`src/rtl/alu_mc.sv`:
```
// Multi-cycle ALU: single-cycle logic/arithmetic ops complete in one cycle,
// unsigned multiply (shift-add) and divide (restoring) take WIDTH cycles.
module alu_mc #(
    parameter int WIDTH = 32
) (
    input  logic             clk,
    input  logic             rst,
    input  logic             start,
    input  logic [3:0]       ALUOp,
    input  logic [WIDTH-1:0] A,
    input  logic [WIDTH-1:0] B,
    output logic             busy,
    output logic             done,
    output logic [WIDTH-1:0] alu_res,
    output logic [WIDTH-1:0] alu_hi,
    output logic             zero,
    output logic             overflow,
    output logic             condition_jdg,
    output logic             div_by_zero
);

    localparam int CW = (WIDTH > 1) ? $clog2(WIDTH) : 1;

    localparam logic [3:0] OP_ADD    = 4'b0000;
    localparam logic [3:0] OP_SUB    = 4'b0001;
    localparam logic [3:0] OP_OR     = 4'b0010;
    localparam logic [3:0] OP_SLT    = 4'b0011;
    localparam logic [3:0] OP_ADDI   = 4'b0100;
    localparam logic [3:0] OP_BGEZAL = 4'b0101;
    localparam logic [3:0] OP_AND    = 4'b0110;
    localparam logic [3:0] OP_XOR    = 4'b0111;
    localparam logic [3:0] OP_SLTU   = 4'b1000;
    localparam logic [3:0] OP_MULU   = 4'b1001;
    localparam logic [3:0] OP_DIVU   = 4'b1010;

    typedef enum logic [1:0] {IDLE, CALC, DONE} state_t;

    state_t state, state_nx;

    // Iteration registers shared by multiply and divide.
    logic             mul_q;    // 1: multiply in progress, 0: divide
    logic [WIDTH-1:0] opnd_q;   // multiplicand or divisor
    logic [WIDTH-1:0] hi_q;     // partial product high half or remainder
    logic [WIDTH-1:0] lo_q;     // multiplier/product low half or dividend/quotient
    logic             zero_q;   // A == B captured at start
    logic [CW-1:0]    cnt;

    logic [WIDTH-1:0] sc_res, sc_hi;
    logic             sc_zero, sc_ovf, sc_cond, sc_dbz;
    logic [WIDTH-1:0] add_sum;

    logic [WIDTH:0]   mul_sum;
    logic [WIDTH:0]   div_shift;
    logic [WIDTH+1:0] div_diff;
    logic [WIDTH-1:0] it_hi, it_lo;
    logic             last_iter;

    assign busy      = (state != IDLE);
    assign done      = (state == DONE);
    assign last_iter = (cnt == CW'(WIDTH - 1));
    assign add_sum   = A + B;

    // Single-cycle results and flags straight from the live operands.
    always_comb begin
        // NOTE: every output of a combinational block gets a default first so no latch is inferred.
        sc_res  = '0;
        sc_hi   = '0;
        sc_zero = (A == B);
        sc_ovf  = 1'b0;
        sc_cond = 1'b0;
        sc_dbz  = 1'b0;
        case (ALUOp)
            OP_ADD:    sc_res = add_sum;
            OP_SUB:    sc_res = A - B;
            OP_OR:     sc_res = A | B;
            OP_SLT:    sc_res = WIDTH'($signed(A) < $signed(B));
            OP_ADDI: begin
                sc_res = add_sum;
                sc_ovf = (A[WIDTH-1] == B[WIDTH-1]) && (add_sum[WIDTH-1] != A[WIDTH-1]);
            end
            OP_BGEZAL: sc_cond = ~A[WIDTH-1];
            OP_AND:    sc_res = A & B;
            OP_XOR:    sc_res = A ^ B;
            OP_SLTU:   sc_res = WIDTH'(A < B);
            OP_MULU:   ;
            OP_DIVU: begin
                if (B == '0) begin
                    sc_res = '1;
                    sc_hi  = A;
                    sc_dbz = 1'b1;
                end
            end
            default:   sc_zero = 1'b0;   // illegal opcode: everything reads 0
        endcase
    end

    // One shift-add or restoring-divide step on the iteration registers.
    always_comb begin
        mul_sum   = {1'b0, hi_q} + (lo_q[0] ? {1'b0, opnd_q} : '0);
        div_shift = {hi_q, lo_q[WIDTH-1]};
        div_diff  = {1'b0, div_shift} - {2'b00, opnd_q};
        if (mul_q) begin
            it_hi = mul_sum[WIDTH:1];
            it_lo = {mul_sum[0], lo_q[WIDTH-1:1]};
        end else if (div_diff[WIDTH+1]) begin
            it_hi = div_shift[WIDTH-1:0];
            it_lo = {lo_q[WIDTH-2:0], 1'b0};
        end else begin
            it_hi = div_diff[WIDTH-1:0];
            it_lo = {lo_q[WIDTH-2:0], 1'b1};
        end
    end

    // Next-state logic; start is only looked at in IDLE.
    always_comb begin
        state_nx = state;
        case (state)
            IDLE: begin
                if (start) begin
                    if ((ALUOp == OP_MULU) || ((ALUOp == OP_DIVU) && (B != '0)))
                        state_nx = CALC;
                    else
                        state_nx = DONE;
                end
            end
            CALC:    if (last_iter) state_nx = DONE;
            DONE:    state_nx = IDLE;
            default: state_nx = IDLE;
        endcase
    end

    // State register with synchronous reset.
    always_ff @(posedge clk) begin
        // NOTE: sequential state uses non-blocking assignments so every register sees pre-edge values.
        if (rst) state <= IDLE;
        else     state <= state_nx;
    end

    // Operand capture, iteration, and result registers (written only on entry to DONE).
    always_ff @(posedge clk) begin
        if (rst) begin
            mul_q         <= 1'b0;
            opnd_q        <= '0;
            hi_q          <= '0;
            lo_q          <= '0;
            zero_q        <= 1'b0;
            cnt           <= '0;
            alu_res       <= '0;
            alu_hi        <= '0;
            zero          <= 1'b0;
            overflow      <= 1'b0;
            condition_jdg <= 1'b0;
            div_by_zero   <= 1'b0;
        end else begin
            case (state)
                IDLE: begin
                    if (start) begin
                        if (state_nx == CALC) begin
                            mul_q  <= (ALUOp == OP_MULU);
                            opnd_q <= (ALUOp == OP_MULU) ? A : B;
                            lo_q   <= (ALUOp == OP_MULU) ? B : A;
                            hi_q   <= '0;
                            zero_q <= (A == B);
                            cnt    <= '0;
                        end else begin
                            alu_res       <= sc_res;
                            alu_hi        <= sc_hi;
                            zero          <= sc_zero;
                            overflow      <= sc_ovf;
                            condition_jdg <= sc_cond;
                            div_by_zero   <= sc_dbz;
                        end
                    end
                end
                CALC: begin
                    hi_q <= it_hi;
                    lo_q <= it_lo;
                    cnt  <= cnt + CW'(1);
                    if (last_iter) begin
                        alu_res       <= it_lo;
                        alu_hi        <= it_hi;
                        zero          <= zero_q;
                        overflow      <= 1'b0;
                        condition_jdg <= 1'b0;
                        div_by_zero   <= 1'b0;
                    end
                end
                default: ;
            endcase
        end
    end

endmodule

```
`config.mk`:
```
export PLATFORM = sky130hd
export DESIGN_NAME = alu_mc
export DESIGN_NICKNAME = d
export VERILOG_FILES = /design/src/rtl/alu_mc.sv
export SDC_FILE = /design/constraint.sdc
export NUM_CORES = 1
export LEC_CHECK = 0
export BUFFER_PORTS_ARGS = -buffer_cell sky130_fd_sc_hd__buf_2
export CAP_MARGIN = 20
export CORE_MARGIN = 1
export CORE_UTILIZATION = 30
export DETAILED_ROUTE_END_ITERATION = 8
export REMOVE_ABC_BUFFERS = 1
export SYNTH_ARGS = -nofsm -noshare
export SYNTH_HDL_FRONTEND = slang
export SYNTH_SLANG_ARGS = --single-unit
```
`constraint.sdc`:
```
create_clock -name clk -period 4.81 [get_ports clk]
set_input_delay 0.481 -clock clk [delete_from_list [all_inputs] [get_ports clk]]
set_output_delay 0.481 -clock clk [all_outputs]
set_load 0.005 [all_outputs]
```
# After elaboration in Yosys (flattened, before gate mapping)
# Index checks and enable logic that the tools add are counted.
# classes
n_reduce_logical	14
bitwise_logic	4
addsub	5
n_eq_ne	21
muxes	51
magnitude_cmp	2
# op_table
op	count
$mux W32	19
$pmux W32 S2	4
$pmux W32 S8	1
$lt A32 B32 Y1	2
$sub A33 B32 Y34	1
$add A32 B32 Y33	1
$add A32 B32 Y32	1
$and A32 B32 Y32	1
$eq A32 B32 Y1	1
$logic_not A32 Y1	1
$or A32 B32 Y32	1
$reduce_bool A32 Y1	1
$sub A32 B32 Y32	1
$xor A32 B32 Y32	1
$eq A4 B3 Y1 const B	4
$mux W1	16
$eq A4 B4 Y1 const B	3
$reduce_or A11 Y1	1
$mux W5	2
$pmux W5 S2	1
$eq A4 B2 Y1 const B	2
$ne A2 B2 Y1 const B	4
$pmux W1 S2	4
$mux W2	3
17 further kinds	21
# word_totals
word_cells	110
reg_bits	173

# Longest topological paths before layout
# Gate-level depths: netlist (run 1).
# depth
depth_word	10
depth_mapped	14
depth_no_buf	13

# Worst setup path before layout (run 1)
# No wires, ideal clock.
# synth_timing
path_type	reg-to-reg
startpoint	register lo_q[0]
endpoint	register alu_hi[30]
path_stages_with_launch	14
n_path_buf	1
synth_period_minus_slack_ns	3.140
path_slack_ns	1.670
setup_ns	0.086
t_arrival_ns	3.055
required_ns	4.724
path_cell_list	dfxtp_1 clkbuf_1 nand2_1 inv_1 ha_1 a211oi_1 o21ai_2 o211ai_1 a211oi_1 o32ai_2 o2111ai_1 a32o_1 or3_1 a211oi_1
# synth_via
elab_chain_len	5
# synth_rtl
item	line	rtl
from (decl)	44	logic [WIDTH-1:0] lo_q;
from (signal assigned)	161	lo_q <= (ALUOp == OP_MULU) ? B : A;
from (signal assigned)	177	lo_q <= it_lo;
$mux W32	99	mul_sum = {1'b0, hi_q} + (lo_q[0] ? {1'b0, opnd_q} : '0);
$add A32 B32 Y33	99	
$mux W32	102	if (mul_q) begin
$mux W32	179	if (last_iter) begin
$pmux W32 S2	155	case (state)
to (signal assigned)	167	alu_hi <= sc_hi;
to (signal assigned)	181	alu_hi <= it_hi;
to (decl)	15	output logic [WIDTH-1:0] alu_hi,
# Every way passes these cells. The select of a mux whose other input is x is not followed.
# A chain may end at the register's enable or synchronous reset.

# Final worst setup path (run 1)
# Same ends and word-level chain as after synthesis.

==> key figures, run 1 <==
Run status
  – Outcome: finished clean

Timing
  – Fin. Hold Viols: 0
  – Setup ws final: 0.806 ns
  – Max_slew headroom: 0.367
  – Final setup fails: 0
  – RSZ-0062 raised after global routing: false
  – Fmax: 250 MHz
  – Ratio of final minimum period to clock period: 0.832
  – Worst-margin pin slew: 0.949 ns
  – Clock skew: 0.0156 ns
  – Slew Viols, Final: 0
  – Fin crit period: 4.00 ns

Route
  – DRC Markers: 0
  – Via density: 5.85
  – Wire length per cell after detailed routing: 22.2 microns
  – DR pass1 iterations: 6
  – Via count: 18,986
  – Antenna-violating nets left: 0
  – DRT iter0 DRCs: 2,221
  – Total length of routed wires: 72,000 microns

Synthesis
  – Distinct cells, synth: 93
  – Asr flop ratio synth: 0
  – Number of synthesized register bits: 173
  – Synth area leaders: dfxtp_1 (20%), ha_1 (12%), a21oi_1 (8.2%)
  – Synthesized cell area: 0.0173 sq mm
  – Post-synth EDFFs: 0
  – Mean Syn Cell Area: 7.13 sq um
  – Cells after synthesis: 2,430
  – Area share of the largest cell type after synthesis: 0.200
  – Seq/Total Area, Yosys: 0.200
  – Synthesis Warnings: 0
  – Cell taking the most area after synthesis: dfxtp_1
  – Ys flop type: dfxtp_1

CTS
  – Hold_buf cts: 0
  – Worst-path clk slew: 0.08 ns
  – Num Clock Sinks: 173
  – Clk buf depth: 2
  – CTS Buf Count: 17
  – Root Driver: clkbuf_16
  – TritonCTS clock tree: done
  – Clk_lat worst skew: 0.48 ns
  – H-tree depth: 4
  – # Post-CTS Setup Buffers: 0
  – CTS resizes: 0

Power
  – Leak: 7.93 nW
  – Max VDD drop: 0.000289 V
  – Pwr Total: 4.75 mW
  – Power density over the cells: 245 mW/mm^2

Setup path
  – Critical Path Sink Type: register
  – Setup crit start kind: register
  – CP required: 5.20 ns
  – WP data arrival: 4.39 ns
  – CP Cell Sequence: buf_4 -> and2_1 -> ha_1 -> nand2_1 -> o21ai_0 -> nor2_1 -> buf_4 -> a211oi_1 -> o32ai_2 -> a221o_1 -> a32o_1 -> or3_1 -> a211oi_1
  – Crit Path Max Fanout: 31
  – Max incr delay on CP: 0.60 ns
  – Slowest-stage cell, CP: a211oi_1
  – CP Class: reg2reg

GRT
  – First-pass GRT wire length: 109,000 microns
  – Initial antenna violation count: 1
  – Gr usage total: 0.237
  – Number of global-route vias before repair: 17,764
  – Largest net degree at the start of global routing: 71
  – Total gr overflow: 0

Placement
  – IO buf count: 140
  – Post-Place Setup Slack: 0.902 ns
  – GP Congestion: 0.958
  – Post-DP HPWL: 54,400 microns

Final layout
  – Layout area overhead: 12.1%
  – Commonest cells after routing, fill and taps aside: a21oi_1 (283), nor2_1 (282), nand2_1 (186)
  – Fin util: 0.343
  – Layout cells sized above 1: 0.116
  – Final Net Count: 2,711
  – Register area: 0.00347 sq mm
  – Multi-input gate area: 0.0127 sq mm
  – Most common library cell in the layout ignoring fill and taps: a21oi_1
  – Fillers: 6,060

Floorplanning
  – Initial core utilization: 0.305
  – IO Pins: 141
  – Die extent in x: 242 microns
  – Core box area: 0.0567 sq mm
  – Die height: 242 microns
  – Die area: 0.0587 sq mm
  – # rows: 87

Run
  – Max cap viols: 0

Min path
  – Hold Crit Class: in2reg
worst max-delay path, delay by kind of cell, from the launching register on:
kind	cells	cell delay, ns
adder cells (fa/ha/maj)	1	0.38
flip-flops	1	0.33
buffers and inverters	2	0.40
AO/OA/AOI/OAI	6	1.99
AND/OR/NAND/NOR	4	0.81
report_power, final:
part | switching, mW | internal [mW] | total, mW
registers | 0.0531 | 1.50 | 1.55
clock network | 0.705 | 0.809 | 1.51
logic | 1.08 | 0.608 | 1.69
logic make-up after synthesis:
family	count (synthesis)	synth area share
flip-flops	173	0.200
XOR/XNOR	68	0.0344
AO/OA/AOI/OAI	857	0.323
multiplexers	65	0.0392
buffers and inverters	316	0.0697
adder cells (fa/ha/maj)	166	0.122
AND/OR/NAND/NOR	785	0.212
worst paths after layout:
kind / startpoint / to / slack (ns) / cells after the start
max: lo_q[0] / alu_hi[30] / 0.81 / 13
min: A[0] / opnd_q[0] / 0.38 / 3
max reg2reg: lo_q[0] / alu_hi[30] / 0.81 / 13
min reg2reg: div_by_zero / div_by_zero / 0.46 / 2
synthesized netlist by cell type, types with 9 or more instances:
cell type  number
a22oi_1         9
inv_1         144
nor3_1         74
xnor2_1        39
nor4_1         32
a221oi_1       16
and2_1         40
o21a_1         18
a221o_1         9
nor2b_1        17
mux2_2         23
a21o_1         31
o21ai_1        13
o22ai_1        11
o211ai_1       30
o41ai_1        10
nand4_1        26
a31oi_1        23
nand2b_1       18
o2111ai_1      13
dfxtp_1       173
mux2i_1        42
and3_1         12
nand2_1       187
ha_1          162
a2111oi_0      10
clkbuf_1      144
or3_1          14
nor2_1        286
nand3_1        39
a211oi_1      128
xor2_1         29
o21ai_0       125
o21bai_1       23
a21oi_1       283
buf_1          16
o31ai_1        18
per-stage QoR:
| stage | TNS (ns) | hold WS [ns] | cells | cell area, sq um |
|---|---|---|---|---|
| 2_1_floorplan | -161.99 | 0.430 | 2260 | 16700 |
| 3_5_place_dp | 0 | 0.445 | 3211 | 18800 |
| 3_3_place_gp | 0 | 0.445 | 3211 | 18800 |
| 5_1_grt | 0 | 0.395 | 3244 | 19400 |
| 6_report | 0 | 0.382 | 3244 | 19400 |
| 4_1_cts | 0 | 0.374 | 3243 | 19400 |
final cells by class:
type	count	area share
clock inverter	12	0.00786
tap	756	0.0487
antenna	1	0.000129
multi-input combinational	1941	0.654
clock buffer	20	0.0235
sequential	173	0.178
timing repair buffer	195	0.0589
inverter	146	0.0282
metal layers:
metal / vias up / track usage / part of all wire / wire length [microns]
li1: 8936 / - / - / -
met2: 912 / 0.377 / 0.45 / 32400
met5: - / 0 / 0 / 0
met4: 0 / 0.109 / 0.042 / 2990
met3: 156 / 0.0323 / 0.076 / 5450
met1: 8982 / 0.317 / 0.43 / 31200
state kept, by name, summed over array words and instances, names as in the netlist:
signal,count
cnt,5
div_by_zero,1
overflow,1
zero_q,1
lo_q,32
zero,1
mul_q,1
alu_res,32
alu_hi,32
opnd_q,32
state,2
condition_jdg,1
hi_q,32
Power figures use the tool's default switching activity.
==> inputs of run 2 (changes only) <==
--- a/config.mk
+++ b/config.mk
@@ -5,6 +5,7 @@
 export SDC_FILE = /design/constraint.sdc
 export NUM_CORES = 1
 export LEC_CHECK = 0
+export ABC_AREA = 1
 export BUFFER_PORTS_ARGS = -buffer_cell sky130_fd_sc_hd__buf_2
 export CAP_MARGIN = 20
 export CORE_MARGIN = 1
==> constraint.sdc (replaced) <==
create_clock -name clk -period 3.5 [get_ports clk]
set_input_delay 0.35 -clock clk [delete_from_list [all_inputs] [get_ports clk]]
set_output_delay 0.35 -clock clk [all_outputs]
set_load 0.005 [all_outputs]
==> key figures, run 2 <==
Placement
  – Post-DP HPWL: 69,000 microns
  – GP Congestion: 0.981
  – Post-Place Setup Slack: 0.440 ns
  – IO buf count: 140

Floorplanning
  – Die extent in x: 255 microns
  – Core box area: 0.0631 sq mm
  – Die height: 255 microns
  – IO Pins: 141
  – Initial core utilization: 0.303
  – # rows: 92
  – Die area: 0.0648 sq mm

GRT
  – First-pass GRT wire length: 130,000 microns
  – Total gr overflow: 0
  – Number of global-route vias before repair: 21,902
  – Largest net degree at the start of global routing: 75
  – Gr usage total: 0.265
  – Initial antenna violation count: 2

Power
  – Pwr Total: 7.05 mW
  – Power density over the cells: 329 mW/mm^2
  – Max VDD drop: 0.000217 V
  – Leak: 10.8 nW

CTS
  – Num Clock Sinks: 173
  – # Post-CTS Setup Buffers: 0
  – Clk_lat worst skew: 0.50 ns
  – Hold_buf cts: 0
  – H-tree depth: 4
  – CTS resizes: 0
  – Worst-path clk slew: 0.07 ns
  – Root Driver: clkbuf_16
  – Clk buf depth: 2
  – CTS Buf Count: 17
  – TritonCTS clock tree: done

Timing
  – Final setup fails: 0
  – Fmax: 319 MHz
  – RSZ-0062 raised after global routing: false
  – Setup ws final: 0.362 ns
  – Fin crit period: 3.14 ns
  – Ratio of final minimum period to clock period: 0.897
  – Max_slew headroom: 0.371
  – Clock skew: 0.0112 ns
  – Final setup TNS: 0 ns
  – Worst-margin pin slew: 0.944 ns
  – Slew Viols, Final: 0
  – Fin. Hold Viols: 0

Synthesis
  – Area share of the largest cell type after synthesis: 0.191
  – Distinct cells, synth: 44
  – Mean Syn Cell Area: 5.64 sq um
  – Post-synth EDFFs: 0
  – Count leader, synth: nand2_1
  – Top cells by count, synth: nand2_1 (974), inv_1 (454), nor2_1 (340), a21oi_1 (311), nand3_1 (270)
  – Synthesized cell area: 0.0191 sq mm
  – Synthesis Warnings: 0
  – Seq/Total Area, Yosys: 0.181
  – Synth area leaders: nand2_1 (19%), dfxtp_1 (18%), ha_1 (11%)
  – Number of synthesized register bits: 173
  – Ys flop type: dfxtp_1
  – Asr flop ratio synth: 0
  – Cells after synthesis: 3,391
  – Cell taking the most area after synthesis: nand2_1

Route
  – Wire length per cell after detailed routing: 19.9 microns
  – DR pass1 iterations: 5
  – DRT iter0 DRCs: 2,156
  – Antenna-violating nets left: 0
  – Via count: 22,867
  – DRC Markers: 0
  – Via density: 5.29
  – Total length of routed wires: 86,200 microns

Run status
  – Outcome: finished clean

Final layout
  – Fin util: 0.339
  – Multi-input gate area: 0.0134 sq mm
  – Layout cells sized above 1: 0.0794
  – Register area: 0.00346 sq mm
  – Fillers: 7,266
  – Most common library cell in the layout ignoring fill and taps: nand2_1
  – Commonest cells after routing, fill and taps aside: nand2_1 (971), inv_1 (451), nor2_1 (337)
  – Layout area overhead: 11.9%
  – Final Net Count: 3,701

Setup path
  – Critical Path Sink Type: register
  – WP data arrival: 3.48 ns
  – Setup crit start kind: register
  – R2r worst-path depth: 15
  – Crit Path Max Fanout: 31
  – Reg2reg setup slack: 0.36 ns
  – CP Class: reg2reg
  – CP required: 3.84 ns

Min path
  – Hold Crit Class: in2reg
  – Hold depth: 3

Run
  – Max cap viols: 0
run 2: where the power goes:
group          switching [mW]  internal, mW
combinational            1.94         0.837
sequential             0.0888          2.07
clock                   0.963          1.15
total                    2.99          4.06
run 2: worst max-delay path, stage by stage (launching register included):
cell and delay (ns):
dfxtp_1 0.38, buf_4 0.36, nand2_1 0.17, fa_1 0.41, inv_1 0.16, nand3_1 0.09
nand2_1 0.17, a21oi_1 0.14, o21ai_0 0.48, nand2_1 0.17, nand2_1 0.10, nand2_1 0.05
nand3_1 0.07, nand2_1 0.07, nand2_1 0.09, a21oi_1 0.08
run 2: kinds of logic after synthesis:
logic type / after synthesis / synth area share
AO/OA/AOI/OAI: 704 / 0.200
XOR/XNOR: 16 / 0.00732
adder cells (fa/ha/maj): 166 / 0.110
buffers and inverters: 594 / 0.121
flip-flops: 173 / 0.181
AND/OR/NAND/NOR: 1738 / 0.381
run 2: per-layer routing:
metal / share of wire / wire length (microns) / vias up / track usage
met5: 0 / 0 / - / 0
met4: 0.050 / 4330 / 0 / 0.130
met3: 0.064 / 5560 / 186 / 0.0395
met2: 0.46 / 39500 / 944 / 0.437
met1: 0.43 / 36800 / 10537 / 0.335
li1: - / - / 11200 / -
run 2: stage by stage:
stage	instance area, sq um	hold WS [ns]	cells
floorplan	18600	0.412	3258
global placement	20800	0.449	4291
detailed placement	20800	0.460	4291
CTS	21400	0.150	4323
global route	21400	0.175	4324
finish	21400	0.165	4324
run 2: path summary, 6_finish.rpt:
| check | to | start |
|---|---|---|
| worst min register to register | div_by_zero | div_by_zero |
| worst max-delay path | hi_q[29] | lo_q[0] |
| worst min-delay path | opnd_q[28] | B[28] |
| worst max register to register | hi_q[29] | lo_q[0] |
run 2: cell type report:
type	count	area share
diodes	1	0.000117
clock buffers	21	0.0210
clock inverters	11	0.00736
inverters	461	0.0809
multi-input cells	2624	0.625
flip-flops and latches	173	0.162
well taps	846	0.0494
repair buffers	187	0.0539
==> inputs of run 3 (changes only) <==
--- a/config.mk
+++ b/config.mk
@@ -5,7 +5,6 @@
 export SDC_FILE = /design/constraint.sdc
 export NUM_CORES = 1
 export LEC_CHECK = 0
-export ABC_AREA = 1
 export BUFFER_PORTS_ARGS = -buffer_cell sky130_fd_sc_hd__buf_2
 export CAP_MARGIN = 20
 export CORE_MARGIN = 1
==> key figures, run 3 (same netlist as run 1, synthesis figures left out) <==
Final layout
  – Fin util: 0.369
  – Non-Filler Instances: 3,413
  – Fillers: 6,014
  – Layout area overhead: 20.8%
  – Final Net Count: 2,879
  – Commonest cells after routing, fill and taps aside: nor2_1 (280), a21oi_1 (280), buf_4 (210)
  – Layout cells sized above 1: 0.181

Setup path
  – CP Class: reg2reg
  – CP required: 3.91 ns
  – Critical Path Sink Type: register
  – R2r worst-path depth: 15
  – Reg2reg setup slack: 0.12 ns
  – Crit Path Max Fanout: 7
  – WP data arrival: 3.78 ns
  – Setup crit start kind: register

GRT
  – Largest net degree at the start of global routing: 119
  – Number of global-route vias before repair: 18,371
  – Initial antenna violation count: 4
  – Total gr overflow: 0
  – First-pass GRT wire length: 112,000 microns
  – Gr usage total: 0.245

Floorplanning
  – # rows: 87
  – IO Pins: 141
  – Core box area: 0.0567 sq mm
  – Die height: 242 microns
  – Die area: 0.0587 sq mm
  – Die extent in x: 242 microns
  – Initial core utilization: 0.305

Placement
  – IO buf count: 140
  – GP Congestion: 0.994
  – Post-DP HPWL: 56,600 microns
  – Placed insts: 3,377

Timing
  – Worst-margin pin slew: 0.802 ns
  – RSZ-0062 raised after global routing: true
  – Fmax: 296 MHz
  – Slew Viols, Final: 0
  – Ratio of final minimum period to clock period: 0.965
  – Fin crit period: 3.38 ns
  – Max_slew headroom: 0.460
  – Final setup fails: 0
  – Hold slack: 0.222 ns
  – Fin. Hold Viols: 0
  – Final setup TNS: 0 ns
  – Clock skew: 0.0158 ns

CTS
  – Clk_lat worst skew: 0.49 ns
  – Worst-path clk slew: 0.08 ns
  – CTS Buf Count: 17
  – Root Driver: clkbuf_16
  – Hold_buf cts: 0
  – H-tree depth: 4
  – Clk buf depth: 2
  – Num Clock Sinks: 173
  – TritonCTS clock tree: done

Route
  – Antenna-violating nets left: 0
  – Via count: 19,535
  – DRT iter0 DRCs: 1,959
  – DRC Markers: 0
  – Total length of routed wires: 73,900 microns
  – DR pass1 iterations: 7
  – Via density: 5.72
  – Wire length per cell after detailed routing: 21.7 microns

Min path
  – Hold Crit Class: in2reg
  – Hold depth: 3

Power
  – Max VDD drop: 0.000363 V
  – Leak: 8.79 nW
  – Power density over the cells: 323 mW/mm^2

Run status
  – Outcome: finished clean

Run
  – Max cap viols: 0
## run 3: cell types whose count changed in the layout (fill, tap and decap cells not counted), sizes merged, moves of 49 or more
cell,before,now
a211oi,3,128
buf,187,363
inv,457,152
nand2,992,187
nand3,282,39
nor2,344,286
nor3,26,75
o21ai,258,139
## run 3: final timing paths
| path | startpoint | endpoint |
|---|---|---|
| hold reg to reg | alu_res[10] | alu_res[10] |
| setup / recovery | lo_q[0] | alu_hi[30] |
| hold / removal | A[0] | opnd_q[0] |
| setup reg to reg | lo_q[0] | alu_hi[30] |
## run 3: worst max-delay path, cell delays in order (launching register included)
cell	delay [ns]
dfxtp_2	0.35
buf_4	0.16
and2_1	0.18
ha_1	0.30
buf_4	0.12
o211ai_1	0.09
nor2_2	0.15
o211ai_1	0.12
buf_4	0.16
a211oi_2	0.24
buf_4	0.17
o32ai_2	0.09
a221o_1	0.35
a32o_1	0.20
or3_1	0.42
a211oi_2	0.19
## run 3: what timing repair did
item,CTS,global route
gates resized for setup,2,26
setup buffers,0,2
endpoints found under the setup margin,1,22
pin swaps,0,10
## run 3: metrics by stage
| stage | cell area, sq um | worst slack [ns] | power [mW] |
|---|---|---|---|
| 6_report | 20900 | 0.123 | 6.75 |
| 5_1_grt | 20900 | -0.0145 | 7.04 |
| 4_1_cts | 20800 | 0.00415 | 6.68 |
| 3_5_place_dp | 20200 | -0.0628 | 4.62 |
| 3_3_place_gp | 20200 | -0.0393 | 4.63 |
| 2_1_floorplan | 16700 | -3.45 | 3.59 |
## run 3: final cells by class
cell class,instances,area [sq um],share of cell area
multi-input cells,1941,12800,0.613
clock buffers,17,425,0.0203
clock inverters,15,176,0.00843
diodes,2,5.00,0.000239
well taps,756,946,0.0452
flip-flops and latches,173,3470,0.166
inverters,146,548,0.0262
repair buffers,363,2530,0.121
## run 3: routing by layer
| metal | vias to the layer above | track usage | share of wire |
|---|---|---|---|
| met3 | 147 | 0.0341 | 0.072 |
| met1 | 9231 | 0.319 | 0.43 |
| met5 | - | 0 | 0.00046 |
| li1 | 9296 | - | - |
| met4 | 4 | 0.108 | 0.038 |
| met2 | 857 | 0.400 | 0.46 |
## run 3: power by group
part / leakage [nW] / switching, mW / internal (mW)
Clock: 0.289 / 1.05 / 1.02
Sequential: 1.41 / 0.0702 / 2.06
Combinational: 7.09 / 1.54 / 1.02
Total: 8.79 / 2.66 / 4.09
